**config.mk**
```make
export PLATFORM = sky130hd
export DESIGN_NAME = cc_branch_sequencer_flat
export DESIGN_NICKNAME = d
export VERILOG_FILES = /design/src/rtl/cc_branch_sequencer_if.sv /design/src/rtl/cc_branch_sequencer.sv /design/src/flat_wrapper.sv
export SDC_FILE = /design/constraint.sdc
export NUM_CORES = 1
export LEC_CHECK = 0
export BUFFER_PORTS_ARGS = -buffer_cell sky130_fd_sc_hd__buf_2
export CAP_MARGIN = 30
export CORE_UTILIZATION = 40
export DETAILED_ROUTE_END_ITERATION = 7
export GPL_ROUTABILITY_DRIVEN = 0
export MAX_ROUTING_LAYER = met4
export PLACE_DENSITY = 0.76
export RECOVER_POWER = 100
export SETUP_SLACK_MARGIN = 0.15
export SLEW_MARGIN = 10
export SYNTH_ARGS = -nofsm -noshare
export SYNTH_HDL_FRONTEND = slang
export SYNTH_SLANG_ARGS = --single-unit
export TNS_END_PERCENT = 1
```
**constraint.sdc**
```tcl
create_clock -name Clk -period 1.4 [get_ports Clk]
set_input_delay 0.21 -clock Clk [delete_from_list [all_inputs] [get_ports Clk]]
set_output_delay 0.21 -clock Clk [all_outputs]
set_load 0.05 [all_outputs]
```
**src/rtl/cc_branch_sequencer_if.sv**
```systemverilog
// Handshake and datapath-bus signals between the ISDU/datapath (master)
// and the condition-code/branch sequencer (slave).
interface cc_branch_sequencer_if;
  logic        Start;
  logic [15:0] IR;
  logic [15:0] Bus;
  logic        BusValid;
  logic        Busy;
  logic        Done;
  logic        LD_CC;
  logic [2:0]  NZP;
  logic        BEN;
  logic        Take_Branch;
  logic        Timeout;

  modport master (
    output Start, IR, Bus, BusValid,
    input  Busy, Done, LD_CC, NZP, BEN, Take_Branch, Timeout
  );

  modport slave (
    input  Start, IR, Bus, BusValid,
    output Busy, Done, LD_CC, NZP, BEN, Take_Branch, Timeout
  );
endinterface

```
**src/rtl/cc_branch_sequencer.sv**
```systemverilog
// SLC-3 condition-code sequencer: owns NZP, loads it from the result bus on
// CC-writing instructions and evaluates BEN for BR, once per Start/Done.
module cc_branch_sequencer #(
  parameter int unsigned TIMEOUT = 15
) (
  input  logic                  Clk,
  input  logic                  Reset,
  cc_branch_sequencer_if.slave  seq_if
);

  localparam int unsigned CNT_W = $clog2(TIMEOUT + 1);
  localparam logic [CNT_W-1:0] CNT_LAST = CNT_W'(TIMEOUT - 1);

  localparam logic [3:0] OP_BR  = 4'b0000;
  localparam logic [3:0] OP_ADD = 4'b0001;
  localparam logic [3:0] OP_LD  = 4'b0010;
  localparam logic [3:0] OP_AND = 4'b0101;
  localparam logic [3:0] OP_LDR = 4'b0110;
  localparam logic [3:0] OP_NOT = 4'b1001;
  localparam logic [3:0] OP_LDI = 4'b1010;

  typedef enum logic [2:0] {
    S_IDLE,
    S_DECODE,
    S_WAIT_RESULT,
    S_BRANCH,
    S_DONE
  } state_t;

  state_t           state;
  state_t           state_d;
  logic [15:0]      ir_q;
  logic [15:0]      ir_d;
  logic [2:0]       nzp_q;
  logic [2:0]       nzp_d;
  logic             ben_q;
  logic             ben_d;
  logic             timeout_q;
  logic             timeout_d;
  logic [CNT_W-1:0] cnt_q;
  logic [CNT_W-1:0] cnt_d;

  logic [3:0]       opcode;
  logic             cc_op;
  logic             br_op;
  logic [2:0]       bus_nzp;
  logic             busy;
  logic             done;
  logic             ld_cc;
  logic             take_branch;
  logic             unused_ir;

  assign opcode    = ir_q[15:12];
  assign br_op     = (opcode == OP_BR);
  assign unused_ir = ^ir_q[8:0];

  always_comb begin
    cc_op = 1'b0;
    case (opcode)
      OP_ADD, OP_AND, OP_NOT, OP_LD, OP_LDR, OP_LDI: cc_op = 1'b1;
      default:                                        cc_op = 1'b0;
    endcase
  end

  // Exactly one of N/Z/P is produced for any bus value.
  always_comb begin
    bus_nzp = 3'b001;
    if (seq_if.Bus[15]) begin
      bus_nzp = 3'b100;
    end else if (seq_if.Bus == 16'h0000) begin
      bus_nzp = 3'b010;
    end
  end

  always_ff @(posedge Clk) begin
    if (Reset) begin
      state     <= S_IDLE;
      ir_q      <= '0;
      nzp_q     <= '0;
      ben_q     <= 1'b0;
      timeout_q <= 1'b0;
      cnt_q     <= '0;
    end else begin
      state     <= state_d;
      ir_q      <= ir_d;
      nzp_q     <= nzp_d;
      ben_q     <= ben_d;
      timeout_q <= timeout_d;
      cnt_q     <= cnt_d;
    end
  end

  always_comb begin
    state_d     = state;
    ir_d        = ir_q;
    nzp_d       = nzp_q;
    ben_d       = ben_q;
    timeout_d   = timeout_q;
    cnt_d       = cnt_q;
    busy        = 1'b1;
    done        = 1'b0;
    ld_cc       = 1'b0;
    take_branch = 1'b0;

    unique case (state)
      S_IDLE: begin
        busy = 1'b0;
        if (seq_if.Start) begin
          ir_d      = seq_if.IR;
          timeout_d = 1'b0;
          cnt_d     = '0;
          state_d   = S_DECODE;
        end
      end

      S_DECODE: begin
        if (cc_op) begin
          state_d = S_WAIT_RESULT;
        end else if (br_op) begin
          state_d = S_BRANCH;
        end else begin
          state_d = S_DONE;
        end
      end

      // A valid result on the final wait cycle still wins over the timeout.
      S_WAIT_RESULT: begin
        if (seq_if.BusValid) begin
          ld_cc   = 1'b1;
          nzp_d   = bus_nzp;
          state_d = S_DONE;
        end else if (cnt_q == CNT_LAST) begin
          timeout_d = 1'b1;
          state_d   = S_DONE;
        end else begin
          cnt_d = cnt_q + CNT_W'(1);
        end
      end

      S_BRANCH: begin
        ben_d   = |(ir_q[11:9] & nzp_q);
        state_d = S_DONE;
      end

      S_DONE: begin
        done        = 1'b1;
        take_branch = br_op & ben_q;
        state_d     = S_IDLE;
      end

      default: begin
        state_d = S_IDLE;
      end
    endcase
  end

  assign seq_if.Busy        = busy;
  assign seq_if.Done        = done;
  assign seq_if.LD_CC       = ld_cc;
  assign seq_if.NZP         = nzp_q;
  assign seq_if.BEN         = ben_q;
  assign seq_if.Take_Branch = take_branch;
  assign seq_if.Timeout     = timeout_q;

endmodule

```
**src/flat_wrapper.sv**
```systemverilog
// flat-port wrapper written by rule: the top's interface ports become plain ports
module cc_branch_sequencer_flat 
#(
  parameter int unsigned TIMEOUT = 15
)
  (Clk, Reset, seq_if_Start, seq_if_IR, seq_if_Bus, seq_if_BusValid, seq_if_Busy, seq_if_Done, seq_if_LD_CC, seq_if_NZP, seq_if_BEN, seq_if_Take_Branch, seq_if_Timeout);
  cc_branch_sequencer_if seq_if_i ();
  input  logic Clk;
  input  logic Reset;
  input wire logic [$bits(seq_if_i.Start)-1:0] seq_if_Start;
  input wire logic [$bits(seq_if_i.IR)-1:0] seq_if_IR;
  input wire logic [$bits(seq_if_i.Bus)-1:0] seq_if_Bus;
  input wire logic [$bits(seq_if_i.BusValid)-1:0] seq_if_BusValid;
  output wire logic [$bits(seq_if_i.Busy)-1:0] seq_if_Busy;
  output wire logic [$bits(seq_if_i.Done)-1:0] seq_if_Done;
  output wire logic [$bits(seq_if_i.LD_CC)-1:0] seq_if_LD_CC;
  output wire logic [$bits(seq_if_i.NZP)-1:0] seq_if_NZP;
  output wire logic [$bits(seq_if_i.BEN)-1:0] seq_if_BEN;
  output wire logic [$bits(seq_if_i.Take_Branch)-1:0] seq_if_Take_Branch;
  output wire logic [$bits(seq_if_i.Timeout)-1:0] seq_if_Timeout;
  assign seq_if_i.Start = seq_if_Start;
  assign seq_if_i.IR = seq_if_IR;
  assign seq_if_i.Bus = seq_if_Bus;
  assign seq_if_i.BusValid = seq_if_BusValid;
  assign seq_if_Busy = seq_if_i.Busy;
  assign seq_if_Done = seq_if_i.Done;
  assign seq_if_LD_CC = seq_if_i.LD_CC;
  assign seq_if_NZP = seq_if_i.NZP;
  assign seq_if_BEN = seq_if_i.BEN;
  assign seq_if_Take_Branch = seq_if_i.Take_Branch;
  assign seq_if_Timeout = seq_if_i.Timeout;
  cc_branch_sequencer #(.TIMEOUT(TIMEOUT)) u_core (.Clk(Clk), .Reset(Reset), .seq_if(seq_if_i));
endmodule
```
==> results of run 1 <==
-- how the worst max path moves through the flow --
stage                                from                 end  slack [ns]  cells past startpoint
after floorplan           u_core.state[1]  seq_if_Take_Branch       -0.24                      3
after global placement    u_core.cnt_q[0]     u_core.cnt_q[3]        0.04                      6
after detailed placement  u_core.cnt_q[0]     u_core.cnt_q[3]       0.001                      6
after CTS                 u_core.state[1]  seq_if_Take_Branch       -0.07                      3
after global routing      u_core.state[0]  seq_if_Take_Branch       -0.12                      3
final                     u_core.state[1]  seq_if_Take_Branch       -0.06                      3
-- sequential cells by signal, indices dropped and copies added (netlist names) --
name,count
u_core.ir_q,7
u_core.cnt_q,4
u_core.seq_if.NZP,3
u_core.state,3
u_core.seq_if.BEN,1
u_core.seq_if.Timeout,1
-- placed cells by master, fill, tap and decap left out, types with 2 or more instances in the layout --
master,netlist,layout
a211oi_1,2,2
a21oi_1,10,5
a21oi_2,0,5
buf_2,0,28
buf_4,1,11
buf_6,1,6
clkbuf_2,0,5
clkbuf_4,0,3
dfxtp_1,19,15
dfxtp_4,0,3
nand2_1,18,13
nand2_2,0,5
nand3_1,3,3
nand4_1,2,2
nor2_1,11,11
nor4_1,4,4
or3_1,3,3
-- worst max-delay path: cells and delay by family, from the launching register on --
family | cells | cell delay (ns)
and+or+nand+nor | 2 | 0.44
DFF | 1 | 0.38
buffers and inverters | 1 | 0.14
-- metal layers --
| metal | vias to the layer above | global-route usage | routed length [um] |
|---|---|---|---|
| li1 | 496 | - | - |
| met1 | 464 | 0.228 | 949 |
| met2 | 34 | 0.356 | 1340 |
| met3 | 4 | 0.0364 | 106 |
| met4 | 0 | 0.111 | 26 |
| met5 | - | - | 0 |
-- layout make-up --
type | count | area share
multi-input combinational | 82 | 0.432
clock buffer | 3 | 0.0161
tap | 28 | 0.0251
timing repair buffer | 51 | 0.237
clock inverter | 1 | 0.00358
inverter | 2 | 0.00538
sequential | 19 | 0.281
-- logic make-up after synthesis --
logic type / Yosys count / synth area share
AND/OR/NAND/NOR: 54 / 0.329
adder cells (fa/ha/maj): 2 / 0.0266
buffers and inverters: 5 / 0.0319
XOR/XNOR: 1 / 0.00930
multiplexers: 1 / 0.0106
flip-flops: 19 / 0.404
AO/OA/AOI/OAI: 24 / 0.189
-- stage by stage --
step	hold slack, ns	total power [W]	instances	cell area [um2]
3_3_place_gp	0.444	0.00102	176	1220
3_5_place_dp	0.453	0.00103	176	1220
2_1_floorplan	0.346	0.000900	106	962
6_report	0.151	0.00140	186	1400
5_1_grt	0.127	0.00149	186	1400
4_1_cts	0.151	0.00139	186	1380
-- report_power, final --
group          internal (W)  leakage, nW  switching [W]  total [W]
Clock              0.000106       0.0177       0.000170   0.000277
Sequential         0.000584        0.157      0.0000414   0.000626
Combinational      0.000234        0.406       0.000262   0.000496
Total              0.000924        0.581       0.000474    0.00140
-- what timing repair did --
action                                  CTS  global route
buffers inserted                          6             0
resized for setup                        27             6
endpoints found under the setup margin   22            22
pin swaps                                28             9
==> impl_results.md, run 1 <==
* Status: complete, but fails checks
* Failing checks: negative setup slack
* Min-Delay Startpoint: seq_if_IR[9]
* Post-layout net count at 197
* Antenna Cells at 0
* DP Worst Slack at 0.00116 ns
* Crit end category: output port
* Die height at 50.5 um
* PD cells at 1000 nW/um2
* Worst hold stages at 3
* RR Startpoint: u_core.state[1]
* Total track usage at 0.208
* Final Cycle Share at 1.04
* Row cnt at 17
* Distinct cells, synth at 39
* Yosys Warn Count at 0
* Total CTS buffers at 3
* Hold Path End: u_core.ir_q[9]
* Post-synth top area share at 0.404
* Post-synthesis sequential area ratio at 0.404
* H-tree levels at 1
* Worst-margin pin slew at 0.329 ns
* Post-route DRC violation count at 0
* Worst Reg2Reg Path Length in Cells at 5
* Via/cell ratio at 5.37
* Util after Layout at 0.631
* Routed len/inst at 13.0 um
* Layout area overhead at 48.2%
* Maximum VDD drop at 795 uV
* Top FF cell, synth: dfxtp_1
* Routed wire length at 2420 um
* Hold-fix buffers, CTS at 0
* Final setup viols at 5
* TNS Setup at -0.142 ns
* Post-synth top cells: 19 x dfxtp_1, 18 x nand2_1, 11 x nor2_1
* Antenna-violating nets left at 0
* CP arrival at 1.25 ns
* Crit-path max FO at 5
* IO Count at 45
* Final setup margin at -0.0605 ns
* CP peak stage delay at 0.38 ns
* Largest net degree at the start of global routing at 12
* Most numerous cell in the Yosys netlist: dfxtp_1
* Cell area after synthesis at 942 um2
* Fin. max-slew vios at 0
* Number of DRC markers in iteration 0 at 10
* R2R Setup Slk at -0.03 ns
* FF/Latch Area at 393 um2
* Clk slew on worst S/H paths at 0.11 ns
* Worst hold path class: in -> reg
* Number of antenna violations at the first check in global routing at 0
* Multi-input gate area at 603 um2
* Clk_skew at 0.00376 ns
* DIE WIDTH at 50.5 um
* CTS tree: done
* Final Hold Viols at 0
* Post-synth EDFFs at 0
* Critical Path Slowest Stage Cell: dfxtp_4
* Synth Register Bits at 19
* Via count at 998
* RSZ-0062 raised after global routing: yes
* Root buffer cell: clkbuf_4
* Top cells by area, synth: dfxtp_1 40%, nand2_1 7.2%, a21oi_1 5.3%
* Reg-to-Reg End: u_core.cnt_q[3]
* Mapped Cells at 106
* WS Path Type: reg -> out
* Mapped Nets at 144
* P_leak at 0.581 nW
* Synth async-reset ratio at 0
* Die area at 2550 um2
* IO buf count at 35
* DRT Pass-1 Iters at 4
* First-pass GRT wire length at 3880 um
* Grt ovf at 0
* Fill cell count at 200
* Avg Cell Area, Syn at 8.89 um2
* Final min period at 1.46 ns
* Share of layout cells above drive strength 1 at 0.519
* Hpwl dp at 1610 um
* Slew headroom at 0.779
* Startpoint Class: register
* Core area at 2210 um2
* Initial Utilization at 0.426
* Worst Path Required at 1.19 ns
* Max frequency at 685 MHz
* Crit-path cells: nor3b_4 -> and4_4 -> buf_8
* Clock Path Buffers at 2
* Max-Cap Viols at 0
* Synth area leader: dfxtp_1
* Clk_lat worst skew at 0.29 ns
* Vias in the first global route at 939
* Clk sink count at 19
(Power assumes the default switching activity.)
==> run 2: changes to the inputs <==
--- a/config.mk
+++ b/config.mk
@@ -13,6 +13,7 @@
 export MAX_ROUTING_LAYER = met4
 export PLACE_DENSITY = 0.76
 export RECOVER_POWER = 100
+export REMOVE_ABC_BUFFERS = 1
 export SETUP_SLACK_MARGIN = 0.15
 export SLEW_MARGIN = 10
 export SYNTH_ARGS = -nofsm -noshare
==> run 2 against run 1 <==
  * The flow still finishes with violations (negative setup slack)
  * Final area decreased by 4.4%
  * Via count decreased by 0.90%
  * Die area unchanged
  * First-iteration DRC count unchanged
  * Count of clock-buffer cells in the layout increased by 1
  * Sequential cell count unchanged
  * Non-clock buffer count increased by 1
  * Largest cell class unchanged
==> impl_results.md, run 2 (same netlist as run 1, synthesis figures left out) <==
* Reg-to-Reg End: u_core.cnt_q[2]
* Biggest register: u_core.ir_q
* Switch Pwr at 0.000441 W
* Worst hold path class: in -> reg
* Fill cell count at 217
* Worst-margin pin slew at 0.329 ns
* Max-Cap Viols at 0
* Final min period at 1.46 ns
* Row cnt at 17
* Post-layout net count at 198
* Fin. max-slew vios at 0
* Leading cell type in the layout, fill and taps excluded: buf_2
* Crit end category: output port
* Share of layout cells above drive strength 1 at 0.447
* Total CTS buffers at 3
* Most frequent cells in the layout: 27 x buf_2, 18 x nand2_1, 15 x buf_4, 15 x dfxtp_1, 11 x nor2_1
* Biggest regs: u_core.ir_q (7), u_core.cnt_q (4)
* Via count at 989
* Routed len/inst at 12.4 um
* Failing checks: negative setup slack
* H-tree levels at 1
* Layout Cells excl Fill at 187
* Max frequency at 684 MHz
* Hpwl dp at 1660 um
* Clk_skew at 0.00106 ns
* Final setup margin at -0.0628 ns
* Min-Delay Startpoint: seq_if_IR[13]
* R2R Setup Slk at -0.01 ns
* Maximum VDD drop at 470 uV
* Clock network fraction of total power at 0.203
* Final Cycle Share at 1.04
* Vias in the first global route at 911
* Clk sink count at 19
* Die height at 50.5 um
* P_leak at 0.571 nW
* Worst Setup SP: u_core.state[0]
* Initial Utilization at 0.426
* Antenna Cells at 0
* Final Hold Viols at 0
* Root buffer cell: clkbuf_4
* Routed wire length at 2310 um
* Hold Path End: u_core.ir_q[13]
* Switching share of power at 0.325
* Internal Power at 0.000915 W
* Clk_lat worst skew at 0.29 ns
* Grt ovf at 0
* Hold-fix buffers, CTS at 0
* CP arrival at 1.25 ns
* Status: complete, but fails checks
* Clock Path Buffers at 2
* RR Startpoint: u_core.cnt_q[0]
* RSZ-0062 raised after global routing: yes
* Worst Path Required at 1.19 ns
* First-pass GRT wire length at 3790 um
* Worst hold stages at 3
* Placed cells at 176
* IO Count at 45
* Final setup viols at 4
* WS Path Type: reg -> out
* CTS tree: done
* DRT Pass-1 Iters at 4
* Post-route DRC violation count at 0
* Crit-path max FO at 6
* Part of the power in registers at 0.461
* IO buf count at 35
* Slew headroom at 0.779
* Total track usage at 0.202
* Number of DRC markers in iteration 0 at 10
* DIE WIDTH at 50.5 um
* Number of antenna violations at the first check in global routing at 0
* Layout area overhead at 41.7%
* Max FFs per register at 7
* Largest net degree at the start of global routing at 13
* PD cells at 1020 nW/um2
* Via/cell ratio at 5.29
* Clk slew on worst S/H paths at 0.10 ns
* Worst Reg2Reg Path Length in Cells at 6
* Placed instance area at 1200 um2
* Antenna-violating nets left at 0
* Startpoint Class: register
* Core area at 2210 um2
* Die area at 2550 um2
* Design Area, Final at 1340 um2
* Logic pwr share at 0.336
## run 2: cell types whose count changed in the layout (fill, tap and decap cells not counted), sizes merged
cell / delta
clkbuf: +2
clkinv: -1
## run 2: per-stage QoR
| stage | setup slack (ns) | TNS, ns | util | power [W] | hold WS (ns) |
|---|---|---|---|---|---|
| 2_1_floorplan | -1.25 | -2.51 | - | 0.000869 | 0.279 |
| 3_3_place_gp | -0.0199 | -0.0325 | 0.545 | 0.00101 | 0.441 |
| 3_5_place_dp | -0.0604 | -0.140 | 0.545 | 0.00102 | 0.454 |
| 4_1_cts | -0.0806 | -0.125 | 0.601 | 0.00136 | 0.135 |
| 5_1_grt | -0.126 | -1.06 | 0.604 | 0.00144 | 0.132 |
| 6_report | -0.0628 | -0.128 | 0.604 | 0.00136 | 0.146 |
## run 2: per-layer routing
metal	share of wire	global-route usage	wire (um)	vias to the layer above
li1	-	-	-	492
met3	0.049	0.0273	114	2
met2	0.52	0.376	1210	36
met1	0.42	0.213	973	459
met4	0.0043	0.0833	10	0
met5	0	-	0	-
## run 2: critical path, stage by stage (launching register included)
cell and delay (ns):
dfxtp_4 0.38, nor3b_2 0.19, and4_1 0.22, buf_6 0.16
## run 2: repair_timing
action | 4_1_cts | 5_1_grt
gates resized for setup | 16 | 3
buffers inserted | 7 | 0
gates cloned | 0 | 0
pin swaps | 9 | 4
endpoints found under the setup margin | 22 | 21
## run 2: layout make-up
type	instances	area [um2]	share of cell area
sequential	19	390	0.292
multi-input combinational	82	554	0.415
tap	28	35.0	0.0262
timing repair buffer	52	322	0.241
inverter	2	7.51	0.00562
clock buffer	4	26.3	0.0197
## run 2: worst max-delay path by stage
| stage | to | slack, ns | depth (start not counted) |
|---|---|---|---|
| finish | seq_if_Take_Branch | -0.06 | 3 |
| detailed placement | u_core.cnt_q[1] | -0.06 | 4 |
| CTS | seq_if_Take_Branch | -0.08 | 3 |
| floorplan | seq_if_Take_Branch | -1.25 | 2 |
| global placement | u_core.cnt_q[1] | -0.02 | 4 |
| global route | seq_if_Take_Branch | -0.13 | 3 |
## run 2: power groups by stage
stage	clock network, W	logic (W)	registers (W)
global route	0.000311	0.000499	0.000633
CTS	0.000289	0.000452	0.000623
finish	0.000275	0.000455	0.000625
detailed placement	0	0.000380	0.000644
floorplan	0	0.000214	0.000655
global placement	0	0.000369	0.000640
